<file path="src/rtl/sr_multiplier_nb_pkg.sv">
// Shared multiplier definitions: FSM state encodings for the shift-and-add
// multiplier and for the FSM_MULT controller.
package sr_multiplier_nb_pkg;

    typedef enum logic [1:0] {
        ST_IDLE = 2'd0,
        ST_CALC = 2'd1,
        ST_FIX  = 2'd2
    } sr_state_t;

    typedef enum logic [1:0] {
        FM_IDLE = 2'd0,
        FM_LOAD = 2'd1,
        FM_RUN  = 2'd2,
        FM_DONE = 2'd3
    } fsm_mult_state_t;

endpackage

</file>
<file path="src/rtl/sr_mult_datapath.sv">
// Shift-and-add datapath: magnitude capture, accumulate/shift per step,
// and two's-complement sign fix into the product register.
module sr_mult_datapath #(
    parameter int WIDTH      = 5,
    parameter int SIGNED_EN  = 0,
    parameter int EARLY_EXIT = 0
) (
    input  logic                 clk,
    input  logic                 rst,
    input  logic                 load,
    input  logic                 step,
    input  logic                 fix,
    input  logic [WIDTH-1:0]     a,
    input  logic [WIDTH-1:0]     b,
    input  logic                 signed_mode,
    output logic                 last_step,
    output logic [2*WIDTH-1:0]   product
);

    localparam int CW = $clog2(WIDTH + 1);
    localparam logic [CW-1:0] LAST_COUNT = CW'(WIDTH - 1);

    logic [2*WIDTH-1:0] acc;
    logic [2*WIDTH-1:0] mcand;
    logic [WIDTH-1:0]   mult;
    logic [CW-1:0]      count;
    logic               neg;

    logic               signed_eff;
    logic               a_neg;
    logic               b_neg;
    logic [WIDTH-1:0]   a_mag;
    logic [WIDTH-1:0]   b_mag;
    logic [WIDTH-1:0]   mult_shift;

    // Magnitudes stay WIDTH-bit unsigned, so the most negative value maps
    // onto 2^(WIDTH-1) without needing an extra bit.
    always_comb begin
        signed_eff = (SIGNED_EN != 0) && signed_mode;
        a_neg      = signed_eff && a[WIDTH-1];
        b_neg      = signed_eff && b[WIDTH-1];
        a_mag      = a_neg ? (~a + 1'b1) : a;
        b_mag      = b_neg ? (~b + 1'b1) : b;
        mult_shift = mult >> 1;
        last_step  = (count == LAST_COUNT) || ((EARLY_EXIT != 0) && (mult_shift == '0));
    end

    always_ff @(posedge clk or posedge rst) begin
        if (rst) begin
            acc     <= '0;
            mcand   <= '0;
            mult    <= '0;
            count   <= '0;
            neg     <= 1'b0;
            product <= '0;
        end else if (load) begin
            acc     <= '0;
            mcand   <= {{WIDTH{1'b0}}, a_mag};
            mult    <= b_mag;
            count   <= '0;
            neg     <= a_neg ^ b_neg;
        end else if (step) begin
            if (mult[0]) begin
                acc <= acc + mcand;
            end
            mcand <= mcand << 1;
            mult  <= mult_shift;
            count <= count + 1'b1;
        end else if (fix) begin
            product <= neg ? (~acc + 1'b1) : acc;
        end
    end

endmodule

</file>
<file path="src/rtl/sr_multiplier_nb.sv">
// Sequential shift-and-add multiplier: control FSM around sr_mult_datapath.
// BUSY/DONE are registered; STATE_DBG mirrors the FSM state.
module sr_multiplier_nb
    import sr_multiplier_nb_pkg::*;
#(
    parameter int WIDTH      = 5,
    parameter int SIGNED_EN  = 0,
    parameter int EARLY_EXIT = 0
) (
    input  logic                 CLK,
    input  logic                 RST,
    input  logic                 START,
    input  logic [WIDTH-1:0]     A,
    input  logic [WIDTH-1:0]     B,
    input  logic                 SIGNED_MODE,
    output logic                 BUSY,
    output logic                 DONE,
    output logic [2*WIDTH-1:0]   PRODUCT,
    output logic [1:0]           STATE_DBG
);

    sr_state_t state;
    logic      load;
    logic      step;
    logic      fix;
    logic      last_step;

    // Handshake: START is accepted only on an edge where the FSM is idle,
    // which includes the DONE cycle; while BUSY it is ignored.
    always_comb begin
        load      = (state == ST_IDLE) && START;
        step      = (state == ST_CALC);
        fix       = (state == ST_FIX);
        STATE_DBG = state;
    end

    always_ff @(posedge CLK or posedge RST) begin
        if (RST) begin
            state <= ST_IDLE;
            BUSY  <= 1'b0;
            DONE  <= 1'b0;
        end else begin
            DONE <= 1'b0;
            case (state)
                ST_IDLE: begin
                    if (START) begin
                        state <= ST_CALC;
                        BUSY  <= 1'b1;
                    end
                end
                ST_CALC: begin
                    if (last_step) begin
                        state <= ST_FIX;
                    end
                end
                ST_FIX: begin
                    state <= ST_IDLE;
                    BUSY  <= 1'b0;
                    DONE  <= 1'b1;
                end
                default: begin
                    state <= ST_IDLE;
                    BUSY  <= 1'b0;
                end
            endcase
        end
    end

    sr_mult_datapath #(
        .WIDTH      (WIDTH),
        .SIGNED_EN  (SIGNED_EN),
        .EARLY_EXIT (EARLY_EXIT)
    ) u_datapath (
        .clk         (CLK),
        .rst         (RST),
        .load        (load),
        .step        (step),
        .fix         (fix),
        .a           (A),
        .b           (B),
        .signed_mode (SIGNED_MODE),
        .last_step   (last_step),
        .product     (PRODUCT)
    );

endmodule

</file>
<file path="config.mk">
export PLATFORM = sky130hd
export DESIGN_NAME = sr_multiplier_nb
export DESIGN_NICKNAME = d
export VERILOG_FILES = /design/src/rtl/sr_multiplier_nb_pkg.sv /design/src/rtl/sr_mult_datapath.sv /design/src/rtl/sr_multiplier_nb.sv
export SDC_FILE = /design/constraint.sdc
export NUM_CORES = 1
export LEC_CHECK = 0
export CORE_MARGIN = 10
export CORE_UTILIZATION = 41
export DETAILED_ROUTE_END_ITERATION = 10
export SETUP_SLACK_MARGIN = 0.3
export SYNTH_ARGS = -nofsm -noshare
export SYNTH_HDL_FRONTEND = slang
export SYNTH_SLANG_ARGS = --single-unit
</file>
<file path="constraint.sdc">
create_clock -name CLK -period 2 [get_ports CLK]
set_input_delay 0.4 -clock CLK [delete_from_list [all_inputs] [get_ports CLK]]
set_output_delay 0.4 -clock CLK [all_outputs]
set_load 0.01 [all_outputs]
</file>
==> flow_summary.ini <==
[routing]
drt.antenna.violating_nets = 0
vias = 1601
drc = 0
wire_per_inst_um = 15.29
routed_wl_um = 4756
dr.pass1.iters = 4
first_iter_violations = 54
avgViaCountPerCell = 5.148

[worst_setup_path]
crit_required_ps = 2180
crit_arrival_ps = 2210
r2r_start = u_datapath.acc[3]
worstPathMaxFanout = 2
crit_type = flip-flop to flip-flop
cp-start-kind = flip-flop
timing.rr.end = u_datapath.acc[9]
endpoint_kind = flip-flop
r2r_cells = 7
rrSetupSlack_ps = -30

[clock_tree]
clkTransAtPathRegs_ps = 80
htreeDepth = 2
cts_hold_buf = 0
cts_tree = built
cts_buffers = 5
clkSinkCount = 42
clock_latency_ps = 300
cts_root_buf = clkbuf_8
clockBufferDepth = 2

[final_layout]
layout-drive-gt1-share = 0.2951
area_growth_pct = 37.45
fillers = 407
finalInstanceArea_um2 = 2801
layoutNonFillerInstCount = 311
layout.nets = 269
n_antenna_cell = 0

[synth]
synth_nets = 211
async_reset_ff_frac = 1.000
synth_common_cells = dfrtp_1 (42), nand2_1 (18), o21ai_0 (18)
ys_seq_elements = 42
synth.most_common_cell = dfrtp_1
syn-cell-area_um2 = 2038
synth_cells = 185
synth-simple-area-share = 0.1019
yosys_most_used_dff = dfrtp_1
muxShareOfSynthArea = 0.06630
synth.top_cell.area_share = 0.5157
synth_cell_types = 31
synth_edf_count = 0
synth_warnings = 0
yosys.area_share.adder = 0.07735
synth_area_leader_cell = dfrtp_1
synth-xor-area-share = 0.03008
synth_seq_area_share = 0.5157
synth_top_family_by_area = compound AO/OA/AOI/OAI gates
syn_area_per_cell_um2 = 11.02
ys_top_cells_by_area = dfrtp_1 (52%), ha_1 (6.8%), mux2_2 (6.6%)
synth_compound_area_frac = 0.1817

[timing]
rsz0062_at_grt = true
fin_crit_sh = 1.015
hold_violations = 0
period_needed_ps = 2031
slew_viol_final = 0
finalSetupTns_ps = -30.86
fmax_mhz = 492.4
worst_slack_ps = -30.86
setup_viol = 1
fin_worst_skew_ps = 9.179
slew_headroom = 0.6429
worst_pin_slew_ps = 535.7

[global_routing]
antenna_found_initial = 0
grt_pass1_vias = 1643
grt_pass1_wl_um = 7817
overflow = 0
grt_max_degree = 43
gr-usage-all-layers = 0.1162

[power_and_ir_drop]
max-vdd-ir-drop_mv = 0.6534
total_power_w = 0.004057
p_leak_nw = 1.345
p_per_area_nw_per_um2 = 1448

[floorplanning]
core_area_um2 = 4786
dieWidth_um = 90.51
start_util = 0.4259
dieArea_um2 = 8191
ios = 28
num_rows = 25
die_h_um = 90.51

[run]
drv_cap = 0

[worst_hold_path]
hold_path_depth = 2
worstHoldPathType = flip-flop to flip-flop
min_from = u_datapath.mult[3]
min_to = u_datapath.mult[3]

[placement]
io_buffers = 26
routabilityCongestion = 0.8275
dp_cells = 291
placed_area_um2 = 2544
dp_hpwl_um = 3343

[outcome]
violations = negative setup slack
status = finished, violations left
==> flip-flops by register name (all words and copies together) (netlist names) <==
signal,cells
u_datapath.mcand,10
BUSY,1
u_datapath.count,3
DONE,1
u_datapath.product,10
u_datapath.acc,10
u_datapath.mult,5
STATE_DBG,2
==> worst max-delay path: stages, from the launching register on <==
cell and delay (ps):
dfrtp_1 420, ha_4 250, a21o_1 180, a21oi_2 210, a21oi_2 90, or3_1 330, and3_1 180, a211o_1 260
==> cells by family after synthesis <==
family	after synthesis
adder cells (fa/ha/maj)	12
flip-flops	42
AO/OA/AOI/OAI	58
AND/OR/NAND/NOR	41
multiplexers	12
buffers and inverters	13
XOR/XNOR	7
==> metal layers <==
layer,share of wire,GRT usage
met5,0,0
met4,0.015,0.04244
met3,0.056,0.04406
met2,0.50,0.1929
met1,0.43,0.1323
==> final cells by class <==
type	instances	area, um2	share of cell area
Clock buffer	6	72.57	0.02590
Clock inverter	2	37.54	0.01340
Inverter	5	18.77	0.006699
Multi-Input combinational cell	130	1015	0.3622
Sequential cell	42	1056	0.3770
Tap cell	67	83.83	0.02992
Timing Repair Buffer	59	518.0	0.1849
==> placed cells by master, fill, tap and decap left out, types with 2 or more instances in the layout <==
master	n
a22oi_1	5
ha_4	3
and3b_1	3
a21oi_2	4
buf_6	2
a32o_1	2
and3_1	3
o21ai_1	4
xor2_1	4
a21oi_1	11
a21o_1	4
xnor2_1	2
nor2_1	4
dfrtp_1	38
o21ai_0	14
clkdlybuf4s50_1	25
nand2_1	17
dfrtp_2	4
a22o_1	7
nor2b_1	8
ha_1	7
buf_4	31
clkbuf_8	5
inv_1	5
mux2_2	12
==> timing repair <==
item | in CTS | in global routing
buffers inserted | 6 | 6
setup endpoints to repair | 6 | 9
pin swaps | 12 | 10
gates resized for setup | 5 | 14
==> worst max path at each step <==
stage	from	endpoint	slack, ps	cells past startpoint
3_3_place_gp	u_datapath.acc[0]	u_datapath.acc[8]	20	8
3_5_place_dp	u_datapath.acc[1]	u_datapath.acc[9]	-10	7
4_1_cts	u_datapath.mcand[0]	u_datapath.acc[8]	-20	8
5_1_grt	u_datapath.mcand[0]	u_datapath.acc[8]	-100	8
6_report	u_datapath.acc[3]	u_datapath.acc[9]	-30	7
2_1_floorplan	u_datapath.mcand[0]	u_datapath.acc[8]	80	8
==> where the power goes <==
part | switching (W) | total [W] | internal (W)
clock | 0.000292 | 0.000664 | 0.000372
sequential | 0.000269 | 0.00145 | 0.00118
combinational | 0.000895 | 0.00194 | 0.00105
total | 0.00146 | 0.00406 | 0.00260
==> through the flow <==
stage,hold slack [ps],worst slack (ps),utilization
after floorplan,450.2,82.90,-
after global placement,467.7,24.77,0.5315
after detailed placement,475.9,-13.62,0.5315
after CTS,495.7,-21.21,0.5665
after global routing,528.1,-99.56,0.5854
final,494.1,-30.86,0.5854
(Power assumes the default switching activity.)
